**src/rtl/multdiv_pkg.sv**
```systemverilog
// ---------------------------------------------------------------------------
// multdiv_pkg
// Shared definitions for the multiply/divide unit.
//   divState_e : controller states of the sequential divider
//   DIV_ITER   : number of shift/subtract iterations (one quotient bit each)
//   INT_MIN    : most negative 32-bit two's-complement value
//   NEG_ONE    : all-ones divisor, which overflows when paired with INT_MIN
// ---------------------------------------------------------------------------
package multdiv_pkg;

    typedef enum logic [1:0] {
        IDLE = 2'd0,
        RUN  = 2'd1,
        DONE = 2'd2
    } divState_e;

    localparam int          DIV_ITER = 32;
    localparam logic [31:0] INT_MIN  = 32'h8000_0000;
    localparam logic [31:0] NEG_ONE  = 32'hFFFF_FFFF;

endpackage

```
**src/rtl/addCalc.sv**
```systemverilog
// ---------------------------------------------------------------------------
// addCalc
// Combinational add/subtract datapath built from generate/propagate terms.
// Subtraction is A + ~B + 1, so carryOut=1 means "no borrow" (A >= B unsigned).
// Ports:
//   data_operandA, data_operandB : WIDTH-bit operands
//   subTrue                      : 1 = subtract B from A, 0 = add
//   data_result                  : WIDTH-bit sum/difference
//   carryOut                     : carry out of the top bit
// ---------------------------------------------------------------------------
module addCalc #(
    parameter int WIDTH = 32
) (
    input  logic [WIDTH-1:0] data_operandA,
    input  logic [WIDTH-1:0] data_operandB,
    input  logic             subTrue,
    output logic [WIDTH-1:0] data_result,
    output logic             carryOut
);

    logic [WIDTH-1:0] w_opB;
    logic [WIDTH-1:0] w_gen;
    logic [WIDTH-1:0] w_prop;
    logic [WIDTH:0]   w_carry;

    // Invert B for subtraction; the +1 enters as the carry-in below.
    assign w_opB  = subTrue ? ~data_operandB : data_operandB;
    assign w_gen  = data_operandA & w_opB;
    assign w_prop = data_operandA ^ w_opB;

    // Carry chain expressed as generate-or-propagate lookahead terms.
    always_comb begin
        w_carry    = '0;
        w_carry[0] = subTrue;
        for (int i = 0; i < WIDTH; i++) begin
            w_carry[i+1] = w_gen[i] | (w_prop[i] & w_carry[i]);
        end
    end

    assign data_result = w_prop ^ w_carry[WIDTH-1:0];
    assign carryOut    = w_carry[WIDTH];

endmodule

```
**src/rtl/div_iter.sv**
```systemverilog
// ---------------------------------------------------------------------------
// div_iter
// One combinational restoring-division step: shift the next dividend bit into
// the partial remainder, trial-subtract the divisor, keep or restore.
// Ports:
//   remIn    : current partial remainder (always < divisor, so WIDTH bits)
//   quoIn    : current quotient/dividend shift register
//   divisor  : divisor magnitude
//   remOut   : next partial remainder
//   quoOut   : next quotient/dividend shift register
// ---------------------------------------------------------------------------
module div_iter #(
    parameter int WIDTH = 32
) (
    input  logic [WIDTH-1:0] remIn,
    input  logic [WIDTH-1:0] quoIn,
    input  logic [WIDTH-1:0] divisor,
    output logic [WIDTH-1:0] remOut,
    output logic [WIDTH-1:0] quoOut
);

    logic [WIDTH:0]   w_remShift;
    logic [WIDTH-1:0] w_diff;
    logic             w_carry;
    logic             w_trialOk;

    // The 33-bit partial remainder exists only inside the step: after the
    // shift it can reach 2*divisor, but after subtract/restore it is again
    // below the divisor and fits in WIDTH bits.
    assign w_remShift = {remIn, quoIn[WIDTH-1]};

    addCalc #(.WIDTH(WIDTH)) u_trialSub (
        .data_operandA (w_remShift[WIDTH-1:0]),
        .data_operandB (divisor),
        .subTrue       (1'b1),
        .data_result   (w_diff),
        .carryOut      (w_carry)
    );

    // Trial result is non-negative when the top remainder bit covers the
    // borrow or when the low-word subtraction produced no borrow.
    assign w_trialOk = w_remShift[WIDTH] | w_carry;

    assign remOut = w_trialOk ? w_diff : w_remShift[WIDTH-1:0];
    assign quoOut = {quoIn[WIDTH-2:0], w_trialOk};

endmodule

```
**src/rtl/div_calc.sv**
```systemverilog
// ---------------------------------------------------------------------------
// div_calc
// Sequential signed divider: 32 restoring iterations on operand magnitudes,
// then sign fix-up (quotient truncates toward zero, remainder follows the
// dividend). Divide-by-zero and INT_MIN / -1 finish immediately with the
// exception flag set.
// Ports:
//   clock, reset                  : rising-edge clock, sync active-high reset
//   ctrl_DIV                      : start pulse (also aborts/restarts)
//   data_operandA, data_operandB  : dividend, divisor (two's complement)
//   data_result, data_remainder   : registered quotient and remainder
//   data_exception                : divide-by-zero or overflow
//   data_resultRDY                : one-cycle pulse when outputs update
//   busy                          : high while iterating
// ---------------------------------------------------------------------------
module div_calc
    import multdiv_pkg::*;
#(
    parameter int WIDTH = 32
) (
    input  logic             clock,
    input  logic             reset,
    input  logic             ctrl_DIV,
    input  logic [WIDTH-1:0] data_operandA,
    input  logic [WIDTH-1:0] data_operandB,
    output logic [WIDTH-1:0] data_result,
    output logic [WIDTH-1:0] data_remainder,
    output logic             data_exception,
    output logic             data_resultRDY,
    output logic             busy
);

    divState_e        r_state;
    logic [WIDTH-1:0] r_rem;
    logic [WIDTH-1:0] r_quo;
    logic [WIDTH-1:0] r_divisor;
    logic [5:0]       r_count;
    logic             r_signQ;
    logic             r_signR;
    logic             r_exc;

    logic             w_divZero;
    logic             w_overflow;
    logic [WIDTH-1:0] w_absA;
    logic [WIDTH-1:0] w_absB;
    logic [WIDTH-1:0] w_remNext;
    logic [WIDTH-1:0] w_quoNext;
    logic [WIDTH-1:0] w_quoFixed;
    logic [WIDTH-1:0] w_remFixed;

    // Classify the incoming operands; magnitudes treat INT_MIN as unsigned
    // 0x80000000, which the unsigned datapath handles naturally.
    assign w_divZero  = (data_operandB == '0);
    assign w_overflow = (data_operandA == INT_MIN) && (data_operandB == NEG_ONE);
    assign w_absA     = data_operandA[WIDTH-1] ? (~data_operandA + WIDTH'(1)) : data_operandA;
    assign w_absB     = data_operandB[WIDTH-1] ? (~data_operandB + WIDTH'(1)) : data_operandB;

    div_iter #(.WIDTH(WIDTH)) u_divIter (
        .remIn   (r_rem),
        .quoIn   (r_quo),
        .divisor (r_divisor),
        .remOut  (w_remNext),
        .quoOut  (w_quoNext)
    );

    // Sign restoration applied when the finished magnitudes are published.
    assign w_quoFixed = r_signQ ? (~r_quo + WIDTH'(1)) : r_quo;
    assign w_remFixed = r_signR ? (~r_rem + WIDTH'(1)) : r_rem;

    // Controller: a start in any state wins and reloads the operands, so an
    // operation in flight is dropped without a ready pulse. Exception cases
    // preload their final answer with cleared signs and go straight to DONE,
    // which keeps a single output-publishing path.
    always_ff @(posedge clock) begin
        if (reset) begin
            r_state        <= IDLE;
            r_rem          <= '0;
            r_quo          <= '0;
            r_divisor      <= '0;
            r_count        <= '0;
            r_signQ        <= 1'b0;
            r_signR        <= 1'b0;
            r_exc          <= 1'b0;
            data_result    <= '0;
            data_remainder <= '0;
            data_exception <= 1'b0;
            data_resultRDY <= 1'b0;
            busy           <= 1'b0;
        end else begin
            data_resultRDY <= 1'b0;
            if (ctrl_DIV) begin
                r_count <= '0;
                r_signQ <= 1'b0;
                r_signR <= 1'b0;
                if (w_divZero) begin
                    r_quo   <= '0;
                    r_rem   <= data_operandA;
                    r_exc   <= 1'b1;
                    busy    <= 1'b0;
                    r_state <= DONE;
                end else if (w_overflow) begin
                    r_quo   <= INT_MIN;
                    r_rem   <= '0;
                    r_exc   <= 1'b1;
                    busy    <= 1'b0;
                    r_state <= DONE;
                end else begin
                    r_quo     <= w_absA;
                    r_rem     <= '0;
                    r_divisor <= w_absB;
                    r_signQ   <= data_operandA[WIDTH-1] ^ data_operandB[WIDTH-1];
                    r_signR   <= data_operandA[WIDTH-1];
                    r_exc     <= 1'b0;
                    busy      <= 1'b1;
                    r_state   <= RUN;
                end
            end else begin
                case (r_state)
                    IDLE: begin
                        r_state <= IDLE;
                    end
                    RUN: begin
                        r_rem   <= w_remNext;
                        r_quo   <= w_quoNext;
                        r_count <= r_count + 6'd1;
                        if (r_count == 6'(DIV_ITER - 1)) begin
                            busy    <= 1'b0;
                            r_state <= DONE;
                        end
                    end
                    DONE: begin
                        data_result    <= w_quoFixed;
                        data_remainder <= w_remFixed;
                        data_exception <= r_exc;
                        data_resultRDY <= 1'b1;
                        r_state        <= IDLE;
                    end
                    default: begin
                        r_state <= IDLE;
                    end
                endcase
            end
        end
    end

endmodule

```
**config.mk**
```make
export PLATFORM = sky130hd
export DESIGN_NAME = div_calc
export DESIGN_NICKNAME = d
export VERILOG_FILES = /design/src/rtl/multdiv_pkg.sv /design/src/rtl/addCalc.sv /design/src/rtl/div_iter.sv /design/src/rtl/div_calc.sv
export SDC_FILE = /design/constraint.sdc
export NUM_CORES = 1
export LEC_CHECK = 0
export CAP_MARGIN = 20
export CORE_ASPECT_RATIO = 0.6
export CORE_MARGIN = 2
export CORE_UTILIZATION = 40
export CTS_CLUSTER_SIZE = 12
export DETAILED_ROUTE_END_ITERATION = 7
export DONT_BUFFER_PORTS = 1
export HOLD_SLACK_MARGIN = 0.02
export SLEW_MARGIN = 5
export SYNTH_ARGS = -nofsm -noshare
export SYNTH_HDL_FRONTEND = slang
export SYNTH_SLANG_ARGS = --single-unit
```
**constraint.sdc**
```tcl
create_clock -name clock -period 16.7 [get_ports clock]
set_input_delay 4.175 -clock clock [delete_from_list [all_inputs] [get_ports clock]]
set_output_delay 4.175 -clock clock [all_outputs]
set_load 0.005 [all_outputs]
```
==> results.cfg, run 1 <==
[clock_tree]
cts-buffers-inserted = 17
path_clk_slew_ns = 0.07
cts_tree = done
holdBufCountCts = 0
cts_buffer_depth = 2
htreeDepth = 4
root_buffer = clkbuf_16
clk_latency_ns = 0.45
cts-resized-gates = 0
cts_setup_buffers = 0
clock_sinks = 174

[flow_run]
drv_cap = 0

[global_routing]
grt_util_met3_pct = 7.198
grt_pass1_vias = 8401
met2_usage_pct = 31.60
busiest_layer = met1
grt_overflow = 0
grt_pass1_wl_mm = 50.11
grt_max_degree = 143
grt.total_usage_pct = 23.86
grtUsageMet1_pct = 37.13
antenna_found_initial = 0

[logic_synthesis]
yosys.area.top_type_share_pct = 33.39
syn_avg_cell_area_um2 = 7.965
synth-seq-cells = 174
synthCells = 1310
netlist_area_um2 = 10430
synth-async-reset-ratio_pct = 0
ys.warnings.count = 0
synth_ff_type = dfxtp_1
yosysSeqAreaShare_pct = 33.39
yosys-top-cells-area = dfxtp_1 33%, a21oi_1 6.6%, nor2_1 6.2%, fa_1 5.9%, xnor2_1 5.8%
synth-edff-count = 0
netlist-cell-type-count = 55
synthesis.nets = 1415
synthDominantAreaCellType = dfxtp_1

[floorplan]
die_x_um = 212.5
core_area_um2 = 25450
initial_utilization_pct = 41.00
rows = 45
dieArea_um2 = 27430
io_pins = 134
chipHeight_um = 129.1

[timing]
fin_crit_sh_pct = 83.02
tightest_slew_ns = 1.058
slew_headroom_pct = 29.34
setup_viol = 0
skew_ns = 0.008425
rsz0062_at_grt = false
max_freq_mhz = 72.12
hold_viol = 0
timing.setup.tns_ns = 0
post-route-min-period_ns = 13.87
slew_viol_final = 0

[placement]
port-buffer-count = 0
gp_congestion = 0.8707
place_area_um2 = 10520
post-dp-hpwl_mm = 22.77

[setup_path]
critPathLaunchType = flop
critPathSlowestCell = fa_1
rrSetupSlack_ns = 2.83
r2r_start = r_quo[31]
critPathBufInv = 3
cp-end-kind = flop
r2r_end = r_rem[4]
worstPathArrival_ns = 14.21
cpLargestDelayFamily = adder cells
crit_start = r_quo[31]
worst_path_largest_cell_delay_ns = 0.43
path_max_fanout = 51
path_common_cell = fa_1
cp-endpoint = r_rem[4]
cp.depth = 41
timing_worst_setup_path_type = flop to flop
reg2reg_depth = 41
crit_required_ns = 17.05

[worst_hold_path]
hp-class = flop to flop
hp-start = r_exc

[finish]
fin_nets = 1343
layout_commonest_cell = dfxtp_1
drive_gt1_share_pct = 4.964
finalInstanceArea_um2 = 11170
antenna_cells = 0
syn_to_final_growth_pct = 7.028
final_cell_mix = 174 x dfxtp_1, 171 x nor2_1, 138 x a21oi_1

[power]
vdd_ir_drop_max_uv = 51.21
p_leak_nw = 3.632
fin_total_pwr_mw = 1.004
power.density_nw_per_um2 = 89.88

[drt]
drc = 0
post_drt_wl_per_cell_um = 20.15
wl_mm = 32.27
routed_via_density = 5.840
ant_nets = 0
drt_iter0_drc = 918
dr.pass1.iters = 5
vias = 9350

[status]
status = finished clean
[logic make-up (layout without fill, tap and decap cells)]
family / count (synthesis) / count (layout) / share of synthesized area, %
AND/OR/NAND/NOR: 426 / 426 / 19.00
XOR/XNOR: 119 / 119 / 9.989
AO/OA/AOI/OAI: 400 / 400 / 24.37
adder cells (fa/ha/maj): 38 / 38 / 6.787
flip-flops: 174 / 174 / 33.39
buffers and inverters: 148 / 87 / 5.996
multiplexers: 5 / 5 / 0.4797
[synth_stat cells, drive strengths merged, types with 26 or more instances]
cell,instances
o21ai,60
a31oi,33
fa,31
o211ai,31
a21oi,138
nand2,101
clkbuf,82
o41ai,26
dfxtp,174
a211oi,60
o31ai,34
nor3,51
xor2,50
inv,45
xnor2,69
nor2,172
[area by class of cell]
cell class	instances	area (um^2)
Multi-Input combinational cell	988	6347
Clock buffer	23	467.9
Clock inverter	7	160.2
Timing Repair Buffer	11	95.09
Tap cell	352	440.4
Sequential cell	174	3483
Inverter	46	172.7
Fill cell	2619	14280
[sequential cells by signal (all words and copies together) (netlist names), 2 cells and up]
name and cells:
r_divisor 32, data_remainder 32, r_state 2, r_quo 32, r_count 6, data_result 32, r_rem 32
[per-layer routing]
layer  vias to the layer above  wire, um  part of all wire (%)
li1                       4536         -                     -
met1                      4464     16150                    50
met2                       330     12760                    40
met3                        20      3055                   9.5
met4                         0       296                  0.92
met5                         -         0                     0
[stage by stage]
stage / cells / setup WS [ns] / util, % / hold WS (ns)
after global placement: 1570 / 2.737 / 41.33 / 0.4356
after floorplan: 1310 / 3.394 / - / 0.4322
final: 1601 / 2.835 / 43.88 / 0.4634
after global routing: 1601 / 2.283 / 43.88 / 0.4851
after CTS: 1600 / 2.453 / 43.80 / 0.4575
after detailed placement: 1570 / 2.441 / 41.33 / 0.4463
[where the power goes]
group,internal [mW],switching [mW]
logic,0.0474,0.0621
clock network,0.271,0.169
registers,0.433,0.0212
total,0.752,0.252
[worst min path at each step]
stage                           to  slack, ns  cells after the start
finish              data_exception       0.46                      2
global route        data_exception       0.49                      2
detailed placement  data_exception       0.45                      2
floorplan           data_exception       0.43                      2
CTS                 data_exception       0.46                      2
global placement    data_exception       0.44                      2
[worst reg2reg max path: cells and delay by family, from the launching register on]
kind,cells,cell delay [ns]
DFF,1,0.35
and+or+nand+nor,3,0.44
buffers and inverters,3,0.42
adders and majority gates,32,12.22
AOI/OAI and AO/OA,3,0.32
No activity file was read; power rests on OpenSTA's default activity.
==> run 2, diff against run 1 <==
==> constraint.sdc (replaced) <==
create_clock -name clock -period 12.2 [get_ports clock]
set_input_delay 3.05 -clock clock [delete_from_list [all_inputs] [get_ports clock]]
set_output_delay 3.05 -clock clock [all_outputs]
set_load 0.005 [all_outputs]
==> run 2 against run 1 <==
The run now ends with negative setup slack left. Critical endpoint is now r_rem[13]. Sequential share of layout area shrank 1.3 points. Total power grew 40%. First-iteration DRC count grew 16%. Count of clock-buffer cells in the layout shrank 4. Non-clock buffer count grew 22. Routed wire length grew 6.3%. Utilization grew 1.9 points. Sequential power grew 37%. Combinational power grew 45%. Largest power group is now the clock network. Cell count grew 1.6%. Clock skew grew 0.011 ns. Critical path depth grew 1.
==> results.cfg, run 2 (synthesis results as in run 1) <==
[setup_path]
r2r_end = r_rem[13]
critPathSlowestCell = fa_2
rrSetupSlack_ns = -0.06
cp-end-kind = flop
path_max_fanout = 6
critPathLaunchType = flop
r2r_start = r_quo[31]
worstPathArrival_ns = 12.61
worst_path_largest_cell_delay_ns = 0.37
crit_required_ns = 12.54
path_common_cell = fa_2
reg2reg_depth = 42
timing_worst_setup_path_type = flop to flop

[power]
fin_total_pwr_mw = 1.406
switching_share_pct = 26.34
power.density_nw_per_um2 = 120.6
clockPowerShare_pct = 44.6
vdd_ir_drop_max_uv = 78.10
p_leak_nw = 3.825
p_comb_share_pct = 11.2
p_sw_uw = 370.4
seq_power_share_pct = 44.1
p_int_mw = 1.036

[worst_hold_path]
hp-start = r_exc
hp-class = flop to flop
hold_path_end = data_exception
hold_depth = 2

[timing]
max_freq_mhz = 81.55
tightest_slew_ns = 0.8617
hold_viol = 0
timing.setup.tns_ns = -0.2514
worst_slack_ns = -0.06180
skew_ns = 0.01987
slew_viol_final = 0
post-route-min-period_ns = 12.26
slew_headroom_pct = 42.02
setup_viol = 10
fin_crit_sh_pct = 100.5
rsz0062_at_grt = true

[finish]
multi_input_area_um2 = 6479
syn_to_final_growth_pct = 11.74
layout_commonest_cell = dfxtp_1
fillers = 2554
final_cell_mix = 173 x dfxtp_1, 171 x nor2_1, 137 x a21oi_1
regArea_um2 = 3485
finalNonFillerCells = 1626
fin_util_pct = 45.81
drive_gt1_share_pct = 10.37
fin_nets = 1365

[floorplan]
initial_utilization_pct = 41.00
core_area_um2 = 25450
chipHeight_um = 129.1
io_pins = 134
die_x_um = 212.5
rows = 45
dieArea_um2 = 27430

[drt]
ant_nets = 0
vias = 9608
drc = 0
dr.pass1.iters = 6
wl_mm = 34.29
drt_iter0_drc = 1069
post_drt_wl_per_cell_um = 21.09
routed_via_density = 5.909

[status]
status = complete, but fails checks
violations = negative setup slack

[clock_tree]
clock_sinks = 174
root_buffer = clkbuf_16
cts_buffer_depth = 2
holdBufCountCts = 0
cts-buffers-inserted = 17
path_clk_slew_ns = 0.07
cts_tree = done
htreeDepth = 4
clk_latency_ns = 0.47

[global_routing]
antenna_found_initial = 0
grt_overflow = 0
grt_pass1_wl_mm = 52.03
grt.total_usage_pct = 24.99
grt_pass1_vias = 8582
grt_max_degree = 143

[placement]
pre_cts_ws_ns = -0.2922
post-dp-hpwl_mm = 23.22
port-buffer-count = 0
gp_congestion = 0.9102
dp_cells = 1579

[flow_run]
drv_cap = 0
run 2: changes by cell type in the layout (fill, tap and decap cells not counted), sizes merged:
cell and delta:
buf +18, clkinv +3, clkinvlp +3, diode +1
run 2: routing by layer:
metal / part of all wire, % / track usage, % / wire, um / up-vias
met5: 0 / 0 / 0 / -
met2: 39 / 32.58 / 13320 / 374
met1: 50 / 38.75 / 17000 / 4609
met3: 9.9 / 7.950 / 3382 / 37
met4: 1.7 / 6.006 / 581 / 0
li1: - / - / - / 4588
run 2: how the worst max path moves through the flow:
stage	slack (ns)	startpoint	to	depth (start not counted)
2_1_floorplan	0.03	r_quo[31]	r_rem[30]	42
3_3_place_gp	-0.18	r_quo[31]	r_rem[5]	41
3_5_place_dp	-0.29	r_quo[31]	r_rem[4]	41
4_1_cts	0.008	r_quo[31]	r_rem[13]	42
5_1_grt	-0.31	r_quo[31]	r_rem[13]	42
6_report	-0.06	r_quo[31]	r_rem[13]	42
run 2: repair_timing:
item	CTS	global route
gates resized for setup	16	14
pin swaps	13	23
buffers inserted	3	4
cloned	3	4
setup endpoints to repair	33	32
run 2: cell type report:
cell class	count	share of cell area, %
Timing Repair Buffer	33	3.552
Inverter	46	1.481
Sequential cell	174	29.89
Clock inverter	13	1.824
Tap cell	352	3.778
Antenna cell	1	0.02146
Clock buffer	19	3.885
Multi-Input combinational cell	988	55.57
run 2: worst max-delay path: cells and delay by family, from the launching register on:
kind / cells / cell delay (ns)
flip-flops: 1 / 0.33
adder cells (fa/ha/maj): 32 / 10.75
buffers and inverters: 4 / 0.44
AO/OA/AOI/OAI: 3 / 0.32
AND/OR/NAND/NOR: 3 / 0.29
run 2: power by group through the flow:
stage                     Combinational (mW)  Sequential (mW)  Clock (mW)
after floorplan                        0.132            0.624           0
after global placement                 0.149            0.634           0
after detailed placement               0.151            0.635           0
after CTS                              0.152            0.622       0.636
after global routing                   0.177            0.625       0.667
final                                  0.158            0.621       0.627
run 2: stage by stage:
stage	hold WS [ns]	area (um^2)
after floorplan	0.4322	10530
after global placement	0.4438	10660
after detailed placement	0.4510	10660
after CTS	0.4560	11490
after global routing	0.4827	11660
final	0.4522	11660
==> run 3, diff against run 2 <==
--- a/config.mk
+++ b/config.mk
@@ -13,7 +13,6 @@
 export DETAILED_ROUTE_END_ITERATION = 7
 export DONT_BUFFER_PORTS = 1
 export HOLD_SLACK_MARGIN = 0.02
-export SLEW_MARGIN = 5
 export SYNTH_ARGS = -nofsm -noshare
 export SYNTH_HDL_FRONTEND = slang
 export SYNTH_SLANG_ARGS = --single-unit
==> run 3 against run 2 <==
The flow still finishes with violations (negative setup slack). Worst setup slack improved by 0.022 ns. Combinational power about the same. Via count rose by 0.26%. Critical path type unchanged. Largest cell class unchanged.
==> results.cfg, run 3 (synthesis results as in run 1) <==
[status]
status = complete, but fails checks
violations = negative setup slack

[power]
power.density_nw_per_um2 = 120.6
vdd_ir_drop_max_uv = 77.80
fin_total_pwr_mw = 1.408
p_leak_nw = 3.829

[placement]
dp_cells = 1579
gp_congestion = 0.9102
pre_cts_ws_ns = -0.2922
port-buffer-count = 0
post-dp-hpwl_mm = 23.22

[clock_tree]
cts-buffers-inserted = 17
cts_tree = done
htreeDepth = 4
holdBufCountCts = 0
cts_buffer_depth = 2
clk_latency_ns = 0.47
path_clk_slew_ns = 0.07
root_buffer = clkbuf_16
clock_sinks = 174

[floorplan]
dieArea_um2 = 27430
initial_utilization_pct = 41.00
chipHeight_um = 129.1
io_pins = 134
core_area_um2 = 25450
die_x_um = 212.5
rows = 45

[timing]
hold_viol = 0
slew_viol_final = 0
hold_ws_ns = 0.4526
rsz0062_at_grt = true
tightest_slew_ns = 0.8567
setup_viol = 5
post-route-min-period_ns = 12.24
skew_ns = 0.01885
slew_headroom_pct = 42.82
worst_slack_ns = -0.04014
fin_crit_sh_pct = 100.3
max_freq_mhz = 81.70

[finish]
drive_gt1_share_pct = 10.37
layout_commonest_cell = dfxtp_1
final_cell_mix = 173 x dfxtp_1, 171 x nor2_1, 137 x a21oi_1
finalNonFillerCells = 1626
fin_nets = 1365
syn_to_final_growth_pct = 11.86

[setup_path]
path_common_cell = fa_2
critPathSlowestCell = fa_2
rrSetupSlack_ns = -0.04
worst_path_largest_cell_delay_ns = 0.37
path_max_fanout = 6
worstPathArrival_ns = 12.59
critPathLaunchType = flop
timing_worst_setup_path_type = flop to flop
crit_required_ns = 12.55
cp-end-kind = flop

[drt]
top_layer = met4
routed_via_density = 5.924
dr.pass1.iters = 5
post_drt_wl_per_cell_um = 21.10
drt_iter0_drc = 1065
wl_met3_mm = 3.329
vias = 9633
ant_nets = 0
dr_wl_met2_mm = 13.34
wl_met1_mm = 17.08
drc = 0
wl_mm = 34.31

[flow_run]
drv_cap = 0

[global_routing]
grt.total_usage_pct = 24.99
grt_pass1_vias = 8582
antenna_found_initial = 0
grt_pass1_wl_mm = 52.03
grt_max_degree = 143
grt_overflow = 0

[worst_hold_path]
hp-class = flop to flop
run 3: cell types whose count changed in the layout (fill, tap and decap cells not counted):
cell,change
buf_16,+1
buf_8,-1
run 3: per-stage QoR:
stage               TNS, ns  util (%)  area [um^2]
global placement     -4.866     41.88        10660
global route         -7.819     45.85        11670
detailed placement   -8.395     41.88        10660
finish              -0.1048     45.86        11670
floorplan                 0         -        10530
CTS                       0     45.13        11490
run 3: layout make-up:
| cell class | count | area, um^2 |
|---|---|---|
| diodes | 1 | 2.502 |
| clock buffers | 19 | 452.9 |
| clock inverters | 13 | 212.7 |
| fillers | 2548 | 13780 |
| inverters | 46 | 172.7 |
| multi-input cells | 988 | 6479 |
| flip-flops and latches | 174 | 3485 |
| well taps | 352 | 440.4 |
| repair buffers | 33 | 426.7 |
run 3: critical path, delay by kind of cell (launching register included):
kind	cells	cell delay, ns
fa+ha+maj	32	10.72
buf+inv	4	0.43
flops	1	0.34
compound gates	3	0.32
simple gates	3	0.28
run 3: layer usage:
| layer | track usage, % | vias to the layer above |
|---|---|---|
| li1 | - | 4573 |
| met1 | 38.75 | 4653 |
| met2 | 32.58 | 371 |
| met3 | 7.950 | 36 |
| met4 | 6.006 | 0 |
| met5 | 0 | - |
run 3: path summary, 6_finish.rpt:
kind / from / endpoint / depth (start not counted)
setup / recovery: r_quo[31] / r_rem[13] / 42
hold / removal: r_exc / data_exception / 2
setup reg to reg: r_quo[31] / r_rem[13] / 42
hold reg to reg: r_exc / data_exception / 2
run 3: timing repair:
| item | CTS | global route |
|---|---|---|
| setup endpoints to repair | 33 | 32 |
| gates cloned | 3 | 4 |
| hold endpoints to repair | 0 | 0 |
| buffers inserted | 3 | 4 |
| resized for setup | 16 | 14 |
| pin swaps | 13 | 23 |
run 3: report_power, final:
part	leakage (nW)	internal [mW]	total, mW	switching [mW]
combinational	2.09	0.0692	0.159	0.0902
clock	0.315	0.375	0.628	0.253
sequential	1.42	0.592	0.620	0.0281
